$ cat config.mk
export PLATFORM = sky130hd
export DESIGN_NAME = door_input_conditioner_flat
export DESIGN_NICKNAME = d
export VERILOG_FILES = /design/src/rtl/door_input_conditioner_pkg.sv /design/src/rtl/door_input_conditioner_if.sv /design/src/rtl/debounce_channel.sv /design/src/rtl/door_input_conditioner.sv /design/src/flat_wrapper.sv
export SDC_FILE = /design/constraint.sdc
export NUM_CORES = 1
export LEC_CHECK = 0
export CORE_ASPECT_RATIO = 0.75
export CORE_MARGIN = 5
export CORE_UTILIZATION = 34
export CTS_CLUSTER_DIAMETER = 100
export DETAILED_ROUTE_END_ITERATION = 8
export PLACE_DENSITY = 0.54
export SLEW_MARGIN = 40
export SYNTH_ARGS = -nofsm -noshare
export SYNTH_HDL_FRONTEND = slang
export SYNTH_HIERARCHICAL = 1
export SYNTH_SLANG_ARGS = --single-unit
export TNS_END_PERCENT = 50
$ cat constraint.sdc
create_clock -name clk -period 1.3 [get_ports clk]
set_clock_uncertainty 0.2 [all_clocks]
set_input_delay 0.325 -clock clk [delete_from_list [all_inputs] [get_ports clk]]
set_output_delay 0.325 -clock clk [all_outputs]
set_load 0.005 [all_outputs]
$ cat src/rtl/door_input_conditioner_pkg.sv
// Shared constants for the door input conditioner: parameter defaults and
// synchronizer depth.
package door_input_conditioner_pkg;

  localparam int unsigned DbCyclesDefault      = 8;
  localparam int unsigned HoldoffCyclesDefault = 16;
  localparam int unsigned SyncStages           = 2;

endpackage

$ cat src/rtl/door_input_conditioner_if.sv
// Raw wall/limit/sensor inputs and conditioned outputs of the door input conditioner.
interface door_input_conditioner_if;

  logic b_raw;
  logic c_raw;
  logic o_raw;
  logic s_raw;
  logic b;
  logic c;
  logic o;
  logic s;
  logic fault;

  // Master drives the raw inputs; slave is the conditioner itself.
  modport master (
    output b_raw, c_raw, o_raw, s_raw,
    input  b, c, o, s, fault
  );

  modport slave (
    input  b_raw, c_raw, o_raw, s_raw,
    output b, c, o, s, fault
  );

endinterface

$ cat src/rtl/debounce_channel.sv
// One input channel: 2-flop synchronizer followed by a stable-count debouncer.
module debounce_channel
  import door_input_conditioner_pkg::*;
#(
  parameter int unsigned DB_CYCLES = DbCyclesDefault
) (
  input  logic clk_i,
  input  logic rst_i,
  input  logic raw_i,
  output logic y_o,
  output logic db_o
);

  localparam int unsigned CntW = $clog2(DB_CYCLES) + 1;

  logic [SyncStages-1:0] sync_q, sync_d;
  logic                  db_q, db_d;
  logic [CntW-1:0]       cnt_q, cnt_d;
  logic                  y;

  assign y = sync_q[SyncStages-1];

  always_comb begin
    sync_d = {sync_q[SyncStages-2:0], raw_i};
    db_d   = db_q;
    cnt_d  = cnt_q;
    if (y == db_q) begin
      cnt_d = '0;
    end else if (cnt_q == CntW'(DB_CYCLES - 1)) begin
      db_d  = y;
      cnt_d = '0;
    end else begin
      cnt_d = cnt_q + CntW'(1);
    end
  end

  always_ff @(posedge clk_i) begin
    if (rst_i) begin
      sync_q <= '0;
      db_q   <= 1'b0;
      cnt_q  <= '0;
    end else begin
      sync_q <= sync_d;
      db_q   <= db_d;
      cnt_q  <= cnt_d;
    end
  end

  assign y_o  = y;
  assign db_o = db_q;

endmodule

$ cat src/rtl/door_input_conditioner.sv
// Conditions wall button, limit switches and obstruction sensor for the opener FSM:
// debounced levels, a rate-limited press pulse, safety-biased obstruction and limit fault.
module door_input_conditioner
  import door_input_conditioner_pkg::*;
#(
  parameter int unsigned DB_CYCLES      = DbCyclesDefault,
  parameter int unsigned HOLDOFF_CYCLES = HoldoffCyclesDefault
) (
  input logic                     clk,
  input logic                     r,
  door_input_conditioner_if.slave bus
);

  localparam int unsigned HoldW = $clog2(HOLDOFF_CYCLES) + 1;

  logic y_b, y_c, y_o, y_s;
  logic db_b, db_c, db_o, db_s;

  debounce_channel #(.DB_CYCLES(DB_CYCLES)) u_ch_b (
    .clk_i(clk), .rst_i(r), .raw_i(bus.b_raw), .y_o(y_b), .db_o(db_b)
  );
  debounce_channel #(.DB_CYCLES(DB_CYCLES)) u_ch_c (
    .clk_i(clk), .rst_i(r), .raw_i(bus.c_raw), .y_o(y_c), .db_o(db_c)
  );
  debounce_channel #(.DB_CYCLES(DB_CYCLES)) u_ch_o (
    .clk_i(clk), .rst_i(r), .raw_i(bus.o_raw), .y_o(y_o), .db_o(db_o)
  );
  debounce_channel #(.DB_CYCLES(DB_CYCLES)) u_ch_s (
    .clk_i(clk), .rst_i(r), .raw_i(bus.s_raw), .y_o(y_s), .db_o(db_s)
  );

  logic unused_y;
  assign unused_y = ^{y_b, y_c, y_o};

  logic             db_b_prev_q;
  logic             b_q, b_d;
  logic [HoldW-1:0] hold_q, hold_d;
  logic             c_q, c_d, o_q, o_d, s_q, s_d, fault_q, fault_d;
  logic             both_limits;

  always_comb begin
    both_limits = db_c & db_o;
    // Presses during holdoff are dropped outright, not deferred.
    b_d    = db_b & ~db_b_prev_q & (hold_q == '0);
    hold_d = hold_q;
    if (b_d) begin
      hold_d = HoldW'(HOLDOFF_CYCLES);
    end else if (hold_q != '0) begin
      hold_d = hold_q - HoldW'(1);
    end
    // Contradictory limits freeze the reported levels rather than pass them on.
    c_d     = both_limits ? c_q : db_c;
    o_d     = both_limits ? o_q : db_o;
    s_d     = y_s | db_s;
    fault_d = both_limits;
  end

  always_ff @(posedge clk) begin
    if (r) begin
      db_b_prev_q <= 1'b0;
      b_q         <= 1'b0;
      hold_q      <= '0;
      c_q         <= 1'b0;
      o_q         <= 1'b0;
      s_q         <= 1'b0;
      fault_q     <= 1'b0;
    end else begin
      db_b_prev_q <= db_b;
      b_q         <= b_d;
      hold_q      <= hold_d;
      c_q         <= c_d;
      o_q         <= o_d;
      s_q         <= s_d;
      fault_q     <= fault_d;
    end
  end

  assign bus.b     = b_q;
  assign bus.c     = c_q;
  assign bus.o     = o_q;
  assign bus.s     = s_q;
  assign bus.fault = fault_q;

endmodule

$ cat src/flat_wrapper.sv
// flat-port wrapper written by rule: the top's interface ports become plain ports
module door_input_conditioner_flat import door_input_conditioner_pkg::*;
#(
  parameter int unsigned DB_CYCLES      = DbCyclesDefault,
  parameter int unsigned HOLDOFF_CYCLES = HoldoffCyclesDefault
)
  (clk, r, bus_b_raw, bus_c_raw, bus_o_raw, bus_s_raw, bus_b, bus_c, bus_o, bus_s, bus_fault);
  door_input_conditioner_if bus_i ();
  input logic clk;
  input logic r;
  input wire logic [$bits(bus_i.b_raw)-1:0] bus_b_raw;
  input wire logic [$bits(bus_i.c_raw)-1:0] bus_c_raw;
  input wire logic [$bits(bus_i.o_raw)-1:0] bus_o_raw;
  input wire logic [$bits(bus_i.s_raw)-1:0] bus_s_raw;
  output wire logic [$bits(bus_i.b)-1:0] bus_b;
  output wire logic [$bits(bus_i.c)-1:0] bus_c;
  output wire logic [$bits(bus_i.o)-1:0] bus_o;
  output wire logic [$bits(bus_i.s)-1:0] bus_s;
  output wire logic [$bits(bus_i.fault)-1:0] bus_fault;
  assign bus_i.b_raw = bus_b_raw;
  assign bus_i.c_raw = bus_c_raw;
  assign bus_i.o_raw = bus_o_raw;
  assign bus_i.s_raw = bus_s_raw;
  assign bus_b = bus_i.b;
  assign bus_c = bus_i.c;
  assign bus_o = bus_i.o;
  assign bus_s = bus_i.s;
  assign bus_fault = bus_i.fault;
  door_input_conditioner #(.DB_CYCLES(DB_CYCLES), .HOLDOFF_CYCLES(HOLDOFF_CYCLES)) u_core (.clk(clk), .r(r), .bus(bus_i));
endmodule
==> After elaboration in Yosys (flattened, before gate mapping) <==
Cells that the tools add are included.
W data, S select, Z words.
{ "op_classes": {"n_bitwise": 9, "n_eq_ne": 8, "n_addsub": 5, "n_mux": 2, "reduce_logical": 12} }
{ "op_table": {"columns": ["op", "count"], "rows": [
  ["$add A4 B1 Y4 const B", 4],
  ["$eq A4 B3 Y1 const B", 4],
  ["$reduce_or A3 Y1", 4],
  ["$mux W5", 2],
  ["$reduce_and A2 Y1", 4],
  ["$logic_not A5 Y1", 1],
  ["$not A1 Y1", 5],
  ["$reduce_bool A5 Y1", 1],
  ["$sub A5 B1 Y5 const B", 1],
  ["$eq A1 B1 Y1", 4],
  ["$and A1 B1 Y1", 3],
  ["$reduce_bool A2 Y1", 1],
  ["$reduce_or A2 Y1", 1],
  ["$or A1 B1 Y1", 1]
]} }
{ "word_totals": {"out_inout_bits": 5, "in_bits": 6, "elab_cells": 56, "reg_bits": 39} }

==> Depth between registers and ports, before layout <==
Gate-level depths: netlist of run 1.
{ "logic_depth": {"depth_word": 4, "mapped_depth": 5, "depth_no_buf": 5} }

==> By module <==
The synthesis of run 1 kept the hierarchy.
{ "by_module_without_submodules": {"columns": ["mod", "cells_per_inst", "n_inst", "area_each_um2", "seq_area_each_um2"], "rows": [
  ["debounce_channel", 23, 4, 250.2, 140.1],
  ["door_input_conditioner", 41, 1, 427.9, 220.2]
]} }

==> Worst setup path before layout of run 1 <==
No wires, ideal clock.
{ "synth_timing": {"kind": "register -> register", "start": "register u_core.hold_q[0]", "end": "register u_core.hold_q[4]", "path_stages_with_launch": 6, "slack_ns": -0.171, "n_path_buf": 0, "setup_ns": 0.071, "t_required_ns": 1.029, "t_arrival_ns": 1.201, "path_cell_list": "dfxtp_1 -> inv_1 -> ha_1 -> nand2b_4 -> or4_1 -> a21oi_1"} }
{ "synth_via": {"elab_chain_len": 3, "word_cells_on_any_way": 7} }
{ "synth_rtl": {"columns": ["item", "line_no", "rtl"], "rows": [
  ["start: declaration", "door_input_conditioner.sv:37", "logic [HoldW-1:0] hold_q, hold_d;"],
  ["start signal: assignment", "door_input_conditioner.sv:70", "hold_q <= hold_d;"],
  ["$sub A5 B1 Y5 or $logic_not A5 Y1 (tied branches)", "door_input_conditioner.sv:49, door_input_conditioner.sv:44", null],
  ["$mux W5 or $and A1 B1 Y1 (tied branches)", "door_input_conditioner.sv:48, door_input_conditioner.sv:44", null],
  ["$mux W5 or $reduce_bool A2 Y1 (tied branches)", null, null]
]} }
Several ways; a longest one is shown, not always the timed one. The select of a mux whose other input is x is not followed.
A chain may end at the register's enable or synchronous reset.

==> Worst setup path after layout of run 1 <==
{ "layout_timing": {"start": "register u_core.hold_q[0]", "end": "register u_core.hold_q[1]"} }
{ "layout_via": {"elab_chain_len": 3, "word_cells_on_any_way": 5} }
{ "layout_rtl": {"columns": ["item"], "rows": [
  ["branches (longest 3 deep; another with $sub A5 B1 Y5)"]
]} }
Parallel ways; which one is timed is not known.

==> results of run 1 <==
-- area by class of cell --
class / instances / share of cell area (%)
sequential: 39 / 43.40
clock buffer: 8 / 5.502
timing repair buffer: 21 / 9.354
tap: 55 / 3.783
inverter: 6 / 1.238
multi-input combinational: 87 / 36.73
-- timing repair --
action / CTS / global route
pin swaps: 5 / 4
setup endpoints to repair: 11 / 12
resized for setup: 24 / 11
-- where the power goes --
group          leakage, nW  internal (mW)  switching [mW]  total (mW)
combinational        0.427          0.336           0.240       0.576
sequential           0.320           1.26          0.0459        1.31
clock               0.0515          0.484           0.379       0.863
-- metrics by stage --
stage | instance area (um^2) | std cells | total power [mW] | TNS [ps] | setup WS (ps)
after detailed placement | 1703 | 208 | 1.850 | -6970 | -244.1
after global placement | 1703 | 208 | 1.842 | -6378 | -230.4
after global routing | 1819 | 216 | 2.915 | -1059 | -218.5
after floorplan | 1443 | 133 | 1.654 | -85.09 | -43.01
after CTS | 1787 | 216 | 2.741 | -456.3 | -103.3
final | 1819 | 216 | 2.744 | -475.2 | -95.51
-- path summary, 6_finish.rpt --
kind                                       end  cells past startpoint
max              u_core/hold_q[1]$_SDFFE_PP0P_                      5
min          u_core/u_ch_o/cnt_q[0]$_SDFF_PP0_                      1
min reg2reg  u_core/u_ch_o/cnt_q[0]$_SDFF_PP0_                      1
max reg2reg      u_core/hold_q[1]$_SDFFE_PP0P_                      5
-- kinds of logic (layout without fill, tap and decap cells) --
| group | Yosys count | after routing | synth area share, % |
|---|---|---|---|
| and+or+nand+nor | 60 | 60 | 26.36 |
| muxes | 4 | 4 | 2.802 |
| adders and majority gates | 5 | 5 | 4.378 |
| AOI/OAI and AO/OA | 4 | 4 | 1.400 |
| buffers and inverters | 7 | 35 | 1.839 |
| DFF | 39 | 39 | 54.64 |
| xor gates and xnor gates | 14 | 14 | 8.582 |
-- Yosys cell counts (all sizes together) --
master,instances
nand3,6
nor2,18
xor2,12
nand2b,2
or4,1
ha,5
nor4b,1
mux2i,4
nor2b,11
clkbuf,1
or2,2
nor3b,3
nor3,3
o21ai,1
a21oi,3
inv,6
xnor2,2
and3b,5
nand3b,8
dfxtp,39
-- routing by layer --
metal | track usage [%] | wire [um] | share of wire (%)
met1 | 9.682 | 1047 | 48
met2 | 13.96 | 984 | 45
met3 | 3.736 | 86 | 4.0
met4 | 4.743 | 48 | 2.2
met5 | 0 | 0 | 0
-- critical path: stages, from the launching register on --
cell and delay, ps:
sky130_fd_sc_hd__dfxtp_2 320, sky130_fd_sc_hd__inv_2 60, sky130_fd_sc_hd__ha_4 150, sky130_fd_sc_hd__nor4b_4 310, sky130_fd_sc_hd__nand3_1 150, sky130_fd_sc_hd__a21oi_2 130
-- sequential cells by signal, summed over array words and instances (netlist names) --
| signal | cells |
|---|---|
| u_core/bus.s | 1 |
| u_core/u_ch_c/cnt_q | 4 |
| u_core/bus.o | 1 |
| u_core/u_ch_b/db_o | 1 |
| u_core/u_ch_o/sync_q | 2 |
| u_core/u_ch_o/db_o | 1 |
| u_core/u_ch_b/cnt_q | 4 |
| u_core/hold_q | 5 |
| u_core/bus.fault | 1 |
| u_core/db_b_prev_q | 1 |
| u_core/u_ch_c/db_o | 1 |
| u_core/u_ch_s/db_o | 1 |
| u_core/u_ch_b/sync_q | 2 |
| u_core/u_ch_o/cnt_q | 4 |
| u_core/bus.c | 1 |
| u_core/u_ch_s/cnt_q | 4 |
| u_core/u_ch_s/sync_q | 2 |
| u_core/u_ch_c/sync_q | 2 |
| u_core/bus.b | 1 |
==> flow_summary.json, run 1 <==
{
  "number_of_hold_repair_buffers_added_at_the_cts_stage": 0,
  "cp.arrival_ps": 1410,
  "min_period_over_period_pct": 107.3,
  "share_of_the_yosys_chip_area_belonging_to_registers_pct": 54.64,
  "run_status": "finished with violations",
  "final_routed_wirelength_across_all_metal_layers_um": 2165,
  "die-area_um2": 5612,
  "required_ps": 1310,
  "syn_area_per_cell_um2": 10.74,
  "die_height_um": 66.14,
  "drive_above_1_share_pct": 29.81,
  "netlist_area_um2": 1429,
  "worstReg2RegStart": "u_core/hold_q[0]$_SDFFE_PP0P_",
  "vdd.ir_drop.worst_mv": 0.5881,
  "multi_input_area_um2": 668.1,
  "register_area_um2": 789.5,
  "yosys_register_bits": 39,
  "layout_common_cells": "32 x sky130_fd_sc_hd__dfxtp_1, 18 x sky130_fd_sc_hd__nor2_1, 12 x sky130_fd_sc_hd__xor2_1",
  "die_width_um": 84.86,
  "place_congestion": 0.6908,
  "failed_checks": "negative setup slack",
  "initial_utilization_pct": 35.25,
  "antenna_cells_inserted": 0,
  "final_core_util_pct": 44.88,
  "timing_hold_violations_final": 0,
  "clockRootBuffer": "sky130_fd_sc_hd__clkbuf_8",
  "num_rows": 20,
  "cts_tree": "yes",
  "cell_types_occupying_the_most_area_after_synthesis": "sky130_fd_sc_hd__dfxtp_1 55%, sky130_fd_sc_hd__xor2_1 7.4%, sky130_fd_sc_hd__nor2b_1 4.8%",
  "slew_headroom_pct": 77.03,
  "setup_viol_count_final": 6,
  "finalCriticalPeriod_ps": 1396,
  "timing.max_cap.violations": 0,
  "timing_max_transition_violations_final": 0,
  "tritoncts.num_buffers": 5,
  "yosys_warnings": 6,
  "synth_fp_nets": 144,
  "largest_net_degree_at_the_start_of_global_routing": 26,
  "synthToLayoutAreaGrowth_pct": 27.32,
  "timing.hold.worst.start": "u_core/u_ch_o/cnt_q[0]$_SDFF_PP0_",
  "grt_antenna_before_repair": 0,
  "kind_of_end_point_of_the_critical_path": "flip-flop",
  "unrepaired_setup_endpoints_after_global_routing": "yes",
  "timing.critical_path.fanout_max": 6,
  "drt-pass1-iter-count": 5,
  "p_leak_nw": 0.7989,
  "tightest_slew_ps": 343.1,
  "final.setup.worst_slack_ps": -95.51,
  "worst_hold_path_type": "reg -> reg",
  "critical_path_class": "reg -> reg",
  "yosysTopAreaCell": "sky130_fd_sc_hd__dfxtp_1",
  "detailedPlacementHpwl_um": 1533,
  "fmax_mhz": 716.6,
  "viasPerCell": 4.329,
  "clk-insertion-delay-late_ps": 280,
  "post-synth-top-area-fraction_pct": 54.64,
  "clock_sinks": 39,
  "startpoint": "u_core/hold_q[0]$_SDFFE_PP0P_",
  "num-nets-final": 171,
  "drt.antenna.violating_nets": 0,
  "clkTransAtPathRegs_ps": 70,
  "cts_buffer_depth": 2,
  "design.portCount": 11,
  "rrSetupSlack_ps": -100,
  "grt_overflow": 0,
  "drc": 0,
  "wl_per_cell_um": 10.02,
  "fill_cells": 395,
  "route.vias.total": 935,
  "core_area_um2": 4054,
  "final_common_cell": "sky130_fd_sc_hd__dfxtp_1",
  "htree_levels": 2,
  "power_density_nw_per_um2": 1509,
  "synth_cell_type_count": 22,
  "grt_pass1_wl_um": 3746,
  "port_buffers": 10,
  "timing.critical_path.from_type": "flip-flop",
  "grt_use_total_pct": 8.657,
  "drt_iter0_markers": 14,
  "worst_hold_slack_ps": 219.4,
  "syn-instance-count": 133,
  "first_global_vias": 887,
  "cts.repair_timing.setup_buffer_count": 0
}
Power figures use the tool's default switching activity.
==> run 2: changes to the inputs <==
CTS_CLUSTER_SIZE = 25   (was default)
RECOVER_POWER = 50   (was default)
==> run 2 against run 1 <==
  * The flow still finishes with violations (negative setup slack)
  * Combinational power barely moved
  * Via count decreased by 0.32%
  * Worst hold slack stayed put
  * Largest power group unchanged
==> flow_summary.json, run 2 (same netlist as run 1, synthesis figures left out) <==
{
  "p_leak_nw": 0.7901,
  "initial_utilization_pct": 35.25,
  "largest_register_ffs": 5,
  "unrepaired_setup_endpoints_after_global_routing": "yes",
  "grt_overflow": 0,
  "regMostFlops": "u_core/hold_q",
  "final_common_cell": "sky130_fd_sc_hd__dfxtp_1",
  "grt_antenna_before_repair": 0,
  "htree_levels": 2,
  "timing.max_cap.violations": 0,
  "drive_above_1_share_pct": 28.57,
  "grt_pass1_wl_um": 3746,
  "timing.critical_path.from_type": "flip-flop",
  "post-route-cell-area_um2": 1817,
  "drt_iter0_markers": 13,
  "required_ps": 1310,
  "drc": 0,
  "clock_sinks": 39,
  "run_status": "finished with violations",
  "worst_hold_path_type": "reg -> reg",
  "drt-pass1-iter-count": 5,
  "critical_path_class": "reg -> reg",
  "cts_buffer_depth": 2,
  "first_global_vias": 887,
  "viasPerCell": 4.315,
  "synthToLayoutAreaGrowth_pct": 27.15,
  "min_period_over_period_pct": 107.3,
  "tritoncts.num_buffers": 5,
  "setup_viol_count_final": 23,
  "detailedPlacementHpwl_um": 1533,
  "fin_setup_tns_ps": -1258,
  "drt.antenna.violating_nets": 0,
  "finalCriticalPeriod_ps": 1395,
  "number_of_hold_repair_buffers_added_at_the_cts_stage": 0,
  "core_area_um2": 4054,
  "kind_of_end_point_of_the_critical_path": "flip-flop",
  "tightest_slew_ps": 343.1,
  "fmax_mhz": 716.6,
  "slew_headroom_pct": 77.03,
  "post_detailed_placement_cell_area_um2": 1703,
  "die-area_um2": 5612,
  "power_density_nw_per_um2": 1511,
  "timing.critical_path.fanout_max": 6,
  "final.setup.worst_slack_ps": -95.47,
  "failed_checks": "negative setup slack",
  "final_routed_wirelength_across_all_metal_layers_um": 2170,
  "largest_net_degree_at_the_start_of_global_routing": 26,
  "final_core_util_pct": 44.81,
  "place_congestion": 0.6908,
  "num_rows": 20,
  "clk-insertion-delay-late_ps": 280,
  "clockRootBuffer": "sky130_fd_sc_hd__clkbuf_8",
  "route.vias.total": 932,
  "clkTransAtPathRegs_ps": 70,
  "cp.arrival_ps": 1410,
  "timing_hold_violations_final": 0,
  "fill_cells": 397,
  "antenna_cells_inserted": 0,
  "cts_tree": "yes",
  "die_height_um": 66.14,
  "grt_use_total_pct": 8.657,
  "num-nets-final": 171,
  "layout_common_cells": "32 x sky130_fd_sc_hd__dfxtp_1, 18 x sky130_fd_sc_hd__nor2_1, 12 x sky130_fd_sc_hd__xor2_1",
  "timing_max_transition_violations_final": 0,
  "design.portCount": 11,
  "vdd.ir_drop.worst_mv": 0.5847,
  "wl_per_cell_um": 10.05,
  "die_width_um": 84.86,
  "port_buffers": 10
}
run 2: layer usage:
layer / GRT usage [%] / up-vias / share of wire, %
met5: 0 / - / 0
li1: - / 489 / -
met1: 9.682 / 426 / 48
met2: 13.96 / 12 / 45
met4: 4.743 / 0 / 2.2
met3: 3.736 / 5 / 4.1
run 2: worst max-delay path, stage by stage, from the launching register on:
cell	delay, ps
sky130_fd_sc_hd__dfxtp_2	320
sky130_fd_sc_hd__inv_2	60
sky130_fd_sc_hd__ha_4	150
sky130_fd_sc_hd__nor4b_4	310
sky130_fd_sc_hd__nand3_1	150
sky130_fd_sc_hd__a21oi_2	130
run 2: stage by stage:
stage               hold WS [ps]  total power [mW]  cells  setup WS [ps]
global route               242.6             2.914    216         -218.5
global placement           218.5             1.842    208         -230.4
floorplan                  196.6             1.654    133         -43.01
finish                     219.4             2.744    216         -95.47
detailed placement         224.2             1.850    208         -244.1
CTS                        241.7             2.741    216         -103.3
run 2: path summary, 6_finish.rpt:
check             cells after the start                               from                                 to  slack [ps]
setup reg to reg                      5      u_core/hold_q[0]$_SDFFE_PP0P_      u_core/hold_q[1]$_SDFFE_PP0P_        -100
hold reg to reg                       1  u_core/u_ch_o/cnt_q[0]$_SDFF_PP0_  u_core/u_ch_o/cnt_q[0]$_SDFF_PP0_         220
setup / recovery                      5      u_core/hold_q[0]$_SDFFE_PP0P_      u_core/hold_q[1]$_SDFFE_PP0P_        -100
hold / removal                        1  u_core/u_ch_o/cnt_q[0]$_SDFF_PP0_  u_core/u_ch_o/cnt_q[0]$_SDFF_PP0_         220
run 2: final cells by class:
type                            count  area (um^2)  share of cell area (%)
Inverter                            6        22.52                   1.240
Timing Repair Buffer               21        167.7                   9.229
Sequential cell                    39        789.5                   43.46
Clock buffer                        8        100.1                   5.510
Tap cell                           55        68.82                   3.788
Multi-Input combinational cell     87        668.1                   36.78
run 2: power by group:
part / switching (mW) / internal [mW] / leakage (nW)
Combinational: 0.240 / 0.335 / 0.419
Clock: 0.380 / 0.484 / 0.0515
Sequential: 0.0459 / 1.26 / 0.320
Total: 0.666 / 2.08 / 0.790
run 2: what timing repair did:
action,in CTS,in global routing
setup buffers,0,0
resized for setup,24,11
setup endpoints to repair,11,12
pin swaps,5,4
